$ cat src/rtl/relu_arb_pkg.sv
// Shared definitions for the shared-ReLU arbiter: default data width,
// the rectifier and the requester-id width helper.
package relu_arb_pkg;

  localparam int DATA_W_DEF = 9;
  localparam int RELU_MAX_W = 64;

  // Tag width for a given requester count; never narrower than one bit.
  function automatic int id_width(input int n);
    return (n > 1) ? $clog2(n) : 1;
  endfunction

  // Width-generic rectifier: operand is zero-extended into RELU_MAX_W bits,
  // w is the real data width, so bit w-1 is the sign.
  function automatic logic [RELU_MAX_W-1:0] relu(input logic [RELU_MAX_W-1:0] d,
                                                 input int w);
    logic [RELU_MAX_W-1:0] ones;
    logic [RELU_MAX_W-1:0] mask;
    logic                  neg;
    ones = '1;
    mask = ones >> (RELU_MAX_W - w);
    neg  = |(d & (RELU_MAX_W'(1) << (w - 1)));
    return neg ? '0 : (d & mask);
  endfunction

endpackage

$ cat src/rtl/rr_burst_arbiter.sv
// Round-robin arbiter with a burst lock: the last winner keeps the grant for
// up to BURST consecutive transfers while it stays valid.
module rr_burst_arbiter
  import relu_arb_pkg::*;
#(
  parameter int NUM_REQ = 4,
  parameter int BURST   = 4,
  parameter int ID_W    = id_width(NUM_REQ)
) (
  input  logic               clk,
  input  logic               rst,
  input  logic [NUM_REQ-1:0] req_valid,
  input  logic               accept,
  input  logic               fire,
  output logic [NUM_REQ-1:0] grant
);

  localparam int CNT_W = $clog2(BURST + 1);

  logic [ID_W-1:0]  owner_q, owner_d;
  logic [CNT_W-1:0] cnt_q, cnt_d;
  logic [ID_W-1:0]  gnt_idx;
  logic             found;
  logic             lock;
  int               j;

  always_comb begin
    lock    = req_valid[owner_q] && (cnt_q < CNT_W'(BURST));
    found   = lock;
    gnt_idx = owner_q;
    j       = 0;
    // Search ends on owner itself, so a lone requester past its burst is re-granted.
    for (int k = 1; k <= NUM_REQ; k++) begin
      j = int'(owner_q) + k;
      if (j >= NUM_REQ) j = j - NUM_REQ;
      if (!found && req_valid[ID_W'(j)]) begin
        found   = 1'b1;
        gnt_idx = ID_W'(j);
      end
    end
  end

  always_comb begin
    grant = '0;
    for (int i = 0; i < NUM_REQ; i++) begin
      grant[i] = found && accept && (gnt_idx == ID_W'(i));
    end
  end

  always_comb begin
    owner_d = owner_q;
    cnt_d   = cnt_q;
    if (fire) begin
      if (lock) begin
        cnt_d = cnt_q + CNT_W'(1);
      end else begin
        owner_d = gnt_idx;
        cnt_d   = CNT_W'(1);
      end
    end
  end

  always_ff @(posedge clk) begin
    if (rst) begin
      owner_q <= ID_W'(NUM_REQ - 1);
      cnt_q   <= CNT_W'(BURST);
    end else begin
      owner_q <= owner_d;
      cnt_q   <= cnt_d;
    end
  end

endmodule

$ cat src/rtl/relu_share_arb.sv
// One registered ReLU stage shared by NUM_REQ requesters through a
// burst-limited round-robin arbiter; results carry the requester index.
module relu_share_arb
  import relu_arb_pkg::*;
#(
  parameter int NUM_REQ = 4,
  parameter int DATA_W  = DATA_W_DEF,
  parameter int BURST   = 4,
  parameter int ID_W    = id_width(NUM_REQ)
) (
  input  logic                      clk,
  input  logic                      rst,
  input  logic [NUM_REQ-1:0]        req_valid,
  input  logic [NUM_REQ*DATA_W-1:0] req_data,
  output logic [NUM_REQ-1:0]        req_ready,
  output logic                      out_valid,
  output logic [DATA_W-1:0]         out_data,
  output logic [ID_W-1:0]           out_id,
  input  logic                      out_ready
);

  logic              out_valid_q;
  logic [DATA_W-1:0] out_data_q, out_data_d;
  logic [ID_W-1:0]   out_id_q, out_id_d;
  logic              accept;
  logic              fire;
  logic [NUM_REQ-1:0] grant;
  logic [DATA_W-1:0] mux_data;

  // Held low during reset so no requester sees a handshake that gets discarded.
  assign accept = (!out_valid_q || out_ready) && !rst;

  rr_burst_arbiter #(
    .NUM_REQ (NUM_REQ),
    .BURST   (BURST),
    .ID_W    (ID_W)
  ) u_arb (
    .clk       (clk),
    .rst       (rst),
    .req_valid (req_valid),
    .accept    (accept),
    .fire      (fire),
    .grant     (grant)
  );

  assign req_ready = grant;
  assign fire      = |(req_valid & grant);

  always_comb begin
    mux_data = '0;
    out_id_d = '0;
    for (int i = 0; i < NUM_REQ; i++) begin
      if (grant[i]) begin
        mux_data = req_data[i*DATA_W +: DATA_W];
        out_id_d = ID_W'(i);
      end
    end
    out_data_d = DATA_W'(relu(RELU_MAX_W'(mux_data), DATA_W));
  end

  always_ff @(posedge clk) begin
    if (rst) begin
      out_valid_q <= 1'b0;
      out_data_q  <= '0;
      out_id_q    <= '0;
    end else if (fire) begin
      out_valid_q <= 1'b1;
      out_data_q  <= out_data_d;
      out_id_q    <= out_id_d;
    end else if (out_valid_q && out_ready) begin
      out_valid_q <= 1'b0;
    end
  end

  assign out_valid = out_valid_q;
  assign out_data  = out_data_q;
  assign out_id    = out_id_q;

endmodule

$ cat config.mk
export PLATFORM = sky130hd
export DESIGN_NAME = relu_share_arb
export DESIGN_NICKNAME = d
export VERILOG_FILES = /design/src/rtl/relu_arb_pkg.sv /design/src/rtl/rr_burst_arbiter.sv /design/src/rtl/relu_share_arb.sv
export SDC_FILE = /design/constraint.sdc
export NUM_CORES = 1
export LEC_CHECK = 0
export CORE_ASPECT_RATIO = 0.75
export CORE_MARGIN = 5
export CORE_UTILIZATION = 42
export CTS_CLUSTER_SIZE = 8
export DETAILED_ROUTE_END_ITERATION = 7
export GPL_TIMING_DRIVEN = 0
export PLACE_DENSITY = 0.84
export REMOVE_ABC_BUFFERS = 1
export SETUP_SLACK_MARGIN = 0.2
export SLEW_MARGIN = 20
export SYNTH_ARGS = -nofsm -noshare
export SYNTH_HDL_FRONTEND = slang
export SYNTH_SLANG_ARGS = --single-unit
$ cat constraint.sdc
create_clock -name clk -period 3.7 [get_ports clk]
set_clock_uncertainty 0.1 [all_clocks]
set_input_delay 0.74 -clock clk [delete_from_list [all_inputs] [get_ports clk]]
set_output_delay 0.74 -clock clk [all_outputs]
set_load 0.005 [all_outputs]
==> metrics, run 1 <==
placement-stage worst setup slack=-0.527 ns; min-delay worst type=flop to flop; Fin. Hold Viols=0; Seq cells post-synth=16; startpoint type of the worst setup path=input port; Die X=68.8 um; ANT cells=0; crit path cell chain=dlygate4sd2_1 > mux4_2 > nor2b_4 > a211o_1 > o21ai_4 > or2b_4 > buf_4 > nor2_1 > dlygate4sd2_1; Worst Path Max Fanout=5; Syn Inst Count=114; Peak Freq=291 MHz; CTS tree=done; GRT Resource Usage Total=19.5%; Initial Util=42.9%; GRT Residual Overflow=0; CP endpoint kind=output pin; Inst Count DP=200; drt pass-1 iters=4; Mapped Area=roughly 0.0011 mm^2; dominant synthesized flop cell=dfxtp_1; via count=1148; critical path launch point=req_valid[0]; Post-synth EDFFs=0; post-DP HPWL=about 2700 um; CP most frequent cell=dlygate4sd2_1; r2r startpoint=u_arb.owner_q[0]; final RePlAce weighted congestion=approximately 0.9; slowest stage delay, CP=around 0.46 ns; FF-to-FF path depth=9; Slew @ Worst Pin=0.720 ns; CP arrival=around 2.6 ns; I/O Buffers=57; Post-Route WL=3520 um; Seq/Total Area, Yosys=29.4%; Initial DRC Count=just over 100; first-pass GRT wire length=5180 um; clk root buf=clkbuf_4; fin crit period=3.44 ns; status=finished clean; Finish-stage setup viols=0; H-tree levels=1; CTS max path bufs=2; pwr dens=about 330 mW/mm^2; WHS Path Cells=2; Area contributors post-synth=dfxtp_1 (29%), mux4_2 (10%), mux4_1 (7.2%); Lkg Pwr=0.743 nW; post-layout util=69.6%; Syn Area/Cell=9.56 um^2; antenna viol nets, final=0; Max-Cap Viols=0; Yosys cell types=39; largest net degree at the start of global routing=15; Slew Limit Fails=0; most frequent cell after synthesis=dfxtp_1; number of global-route vias before repair=between 1000 and 1500; fin nets=approximately 220; Tcrit/Tclk final=93.0%; Num Clock Sinks=16; total power=0.584 mW; die height=54.1 um; largest area contributor in the netlist=dfxtp_1; post-route insts no fill=213; max_slew headroom=51.5%; Die ar.=0.00372 mm^2; Async SR Flop Fraction=0%; unrepaired setup endpoints after global routing=true; Via-to-Cell Ratio=5.39; Synth top cells by count=dfxtp_1 (16), nand2_1 (9), a21oi_1 (8), a22o_1 (8), nor2_1 (8); share of cells above drive strength 1=17.5%; I/O pin total=slightly below 60; Worst EP required=approximately 2.9 ns; CP max-delay cell=mux4_2; Avg WL per Cell=between 15 and 20 um; worst hold slack=around 0.36 ns; initial antenna violation count=0; clk slew on worst S/H paths=0.09 ns; Yosys Warn Count=0; Crit Path Class=input port to output pin; post-route cell area=~0.0018 mm^2; Clock Latency Late Sink=roughly 0.29 ns; VDD IR max=186 uV; Syn-to-layout area delta=62.3%; area share of the largest cell type after synthesis=between 20% and 30%; final setup TNS=0 ns; Placed Area=about 0.0017 mm^2; row count=16; Placeable Area=0.00254 mm^2; CTS Buf Count=3; Setup WS post-layout=0.258 ns; HP Start=out_id[0]; drc violations=0
## where the power goes
part,internal [mW],switching [mW]
combinational,0.172,0.105
sequential,0.196,0.0195
clock,0.0379,0.0537
total,0.406,0.178
## layout by cell type (no fill, tap or decap), types with 2 or more instances in the layout
cell type	synthesis	layout
nor2b_1	3	3
buf_4	1	10
a22o_1	8	8
o21ai_0	7	6
mux2i_1	2	2
nand3_1	4	4
mux2_2	3	3
nor2_1	8	8
nand2_1	9	9
mux4_1	3	3
clkdlybuf4s50_1	0	49
nand2b_1	5	5
a21oi_1	8	8
clkbuf_4	0	3
mux4_2	5	5
dlygate4sd2_1	0	5
o21ai_1	1	2
dfxtp_1	16	16
inv_1	5	5
## routing by layer
metal  track usage, %  wire length [um]  vias up
li1                 -                 -      553
met1             23.1              1360      540
met2             32.3              1890       42
met3             4.38               138       13
met4             11.7               136        0
met5                0                 0        -
## what timing repair did
action | in CTS | in global routing
hold buffers | 0 | 0
buffers inserted | 10 | 0
setup endpoints to repair | 4 | 1
resized for setup | 16 | 2
pin swaps | 3 | 1
## final timing paths
kind | end | slack, ns
setup / recovery | req_ready[1] | 0.26
hold / removal | out_id[0] | 0.36
setup reg to reg | out_data[7] | 1.09
hold reg to reg | out_id[0] | 0.36
## worst max-delay path, delay by kind of cell
family,cells,cell delay [ns]
buffers and inverters,3,0.64
muxes,1,0.46
AOI/OAI and AO/OA,2,0.42
and+or+nand+nor,3,0.33
## flip-flops by register name (all words and copies together), names as in the netlist
register       cells
out_data           8
u_arb.cnt_q        3
out_id             2
u_arb.owner_q      2
out_valid          1
## area by class of cell
type	count	area, um^2
fill	197	773
multi-input combinational	85	721
timing repair buffer	67	638
sequential	16	320
tap	36	45.0
clock buffer	3	22.5
inverter	6	22.5
## cells by family after synthesis
logic type               count (synthesis)  synth area share, %
AND/OR/NAND/NOR                         37                 18.1
other                                    1                0.344
buffers and inverters                   13                 5.86
AO/OA/AOI/OAI                           33                 22.6
adder cells (fa/ha/maj)                  1                 1.15
flip-flops                              16                 29.4
multiplexers                            13                 22.5
Note: power is estimated with default switching activity, not from simulation.
==> run 2: changes to the inputs <==
==> constraint.sdc (replaced) <==
create_clock -name clk -period 3.7 [get_ports clk]
set_clock_uncertainty 0.1 [all_clocks]
set_input_delay 0.37 -clock clk [delete_from_list [all_inputs] [get_ports clk]]
set_output_delay 0.37 -clock clk [all_outputs]
set_load 0.005 [all_outputs]
==> run 2 against run 1 <==
Effect of this change:
- cell count fell by 4.7%
- sequential share of layout area increased by 0.82 points
- worst setup slack better by 0.041 ns
- die area stayed put
- hold slack lost 0.0020 ns
- global-route usage shrank 1.8 points
- critical path type unchanged
- combinational power decreased by 10%
- flip-flop and latch count stayed put
- routed wire length decreased by 6.2%
==> metrics, run 2 (synthesis gave the netlist of run 1 again) <==
Die ar.=0.00372 mm^2; crit path cell chain=clkdlybuf4s50_1 > mux4_2 > nor2b_4 > a211o_1 > o21ai_4 > nand2_2 > nor2_1 > clkdlybuf4s50_1; via count=1079; Placeable Area=between 0.002 and 0.003 mm^2; status=finished clean; r2r startpoint=u_arb.owner_q[1]; Fin. Hold Viols=0; pwr dens=328 mW/mm^2; clk slew on worst S/H paths=0.09 ns; Setup WS post-layout=0.299 ns; r2r setup slk=1.20 ns; drt pass-1 iters=4; Initial Util=42.9%; unrepaired setup endpoints after global routing=false; post-DP HPWL=2700 um; WP buf/inv=2; WHS Path Cells=2; share of cells above drive strength 1=between 10% and 20%; slowest stage delay, CP=0.57 ns; CTS max path bufs=2; placement-stage worst setup slack=between 0.2 and 0.25 ns; register area=320 um^2; most common cell after layout, fill and taps aside=clkdlybuf4s50_1; initial antenna violation count=0; CTS tree=done; CP max-delay cell=clkdlybuf4s50_1; Clock Latency Late Sink=0.29 ns; I/O pin total=between 50 and 60; CP arrival=2.93 ns; most frequent cells in the layout=clkdlybuf4s50_1 (57), dfxtp_1 (16), nand2_1 (9); GR peak layer=met2; Slew @ Worst Pin=0.699 ns; Lkg Pwr=0.660 nW; max_slew headroom=53.1%; post-layout util=66.6%; fin crit period=3.40 ns; Slew Limit Fails=0; GRT Residual Overflow=0; Comb pwr share=45.0%; antenna viol nets, final=0; drc violations=0; Post-Route WL=3300 um; largest net degree at the start of global routing=15; final setup TNS=0 ns; Pint=0.387 mW; met2 Use GR=between 20 and 30%; die height=54.1 um; Max-Cap Viols=0; Avg WL per Cell=16.3 um; area of the multi-input gates=712 um^2; min-delay worst type=flop to flop; Tcrit/Tclk final=roughly nine tenths; Sw Share=between 30 and 40%; clk root buf=clkbuf_4; CP most frequent cell=clkdlybuf4s50_1; row count=16; Worst EP required=3.23 ns; Crit Path Class=input port to output pin; VDD IR max=~180 uV; I/O Buffers=57; met1 usage=20.7%; Reg power frac=between 30% and 40%; clock network power share=16.3%; first-pass GRT wire length=4710 um; GRT Resource Usage Total=17.7%; Num Clock Sinks=16; Worst Hold End=out_id[0]; FF-to-FF path depth=6; Finish-stage setup viols=0; fillers=approximately 210; Via-to-Cell Ratio=between 5 and 6; Worst Path Max Fanout=10; GR Util met3=4.18%; Initial DRC Count=97; CTS Buf Count=3; fin nets=213; number of global-route vias before repair=991; CP delay by family, top=buffers and inverters; Die X=68.8 um; max reg flops=8; R2R Path End=out_data[7]; HP Start=out_id[0]; final RePlAce weighted congestion=between 0.8 and 0.9; net switching power=between 0.15 and 0.2 mW; Peak Freq=294 MHz; CP endpoint kind=output pin; Setup Fix Bufs, Post-CTS=0; H-tree levels=1; startpoint type of the worst setup path=input port; Syn-to-layout area delta=55.3%; ANT cells=0
run 2: how the worst max path moves through the flow:
stage                      start           end  slack [ns]  depth (start not counted)
floorplan           req_valid[2]   out_data[0]        1.34                          7
global placement    req_valid[3]  req_ready[0]         0.1                          6
detailed placement  req_valid[3]  req_ready[3]        0.21                          7
CTS                 req_valid[3]  req_ready[1]        0.22                          7
global route        req_valid[3]  req_ready[2]        0.24                          8
finish              req_valid[3]  req_ready[2]        0.30                          8
run 2: worst min-delay path: cells and delay by family, from the launching register on:
family	cells	cell delay [ns]
flops	1	0.32
compound gates	1	0.05
simple gates	1	0.05
run 2: power by group through the flow:
stage,Clock (mW),Combinational (mW),Sequential [mW]
6_report,0.0902,0.249,0.215
5_1_grt,0.102,0.269,0.218
3_5_place_dp,0,0.249,0.219
4_1_cts,0.0973,0.250,0.215
3_3_place_gp,0,0.243,0.217
2_1_floorplan,0,0.131,0.217
run 2: cell type report:
| class | instances | share of cell area, % |
|---|---|---|
| flip-flops and latches | 16 | 18.9 |
| repair buffers | 57 | 33.7 |
| well taps | 36 | 2.66 |
| multi-input cells | 85 | 42.1 |
| inverters | 6 | 1.33 |
| clock buffers | 3 | 1.33 |
run 2: metrics by stage:
step | hold slack, ns | cell area (um^2) | power, mW | instances
5_1_grt | 0.381 | 1690 | 0.588 | 203
4_1_cts | 0.363 | 1690 | 0.562 | 203
3_3_place_gp | 0.345 | 1660 | 0.460 | 200
6_report | 0.362 | 1690 | 0.555 | 203
3_5_place_dp | 0.350 | 1670 | 0.468 | 200
2_1_floorplan | 0.330 | 1050 | 0.348 | 107
run 2: what timing repair did:
action,CTS,global route
hold buffers,0,0
setup endpoints to repair,0,2
gates resized for setup,0,1
run 2: per-layer routing:
layer / share of wire [%] / routed length, um
met4: 4.0 / 131
met2: 53 / 1760
met3: 3.7 / 123
met5: 0 / 0
met1: 39 / 1280
==> run 3: changes to the inputs <==
Settings changed: CTS_CLUSTER_SIZE 8 to 24.
==> results of run 3 <==
No change in the layout: final DEF, timing and power equal those of run 2.
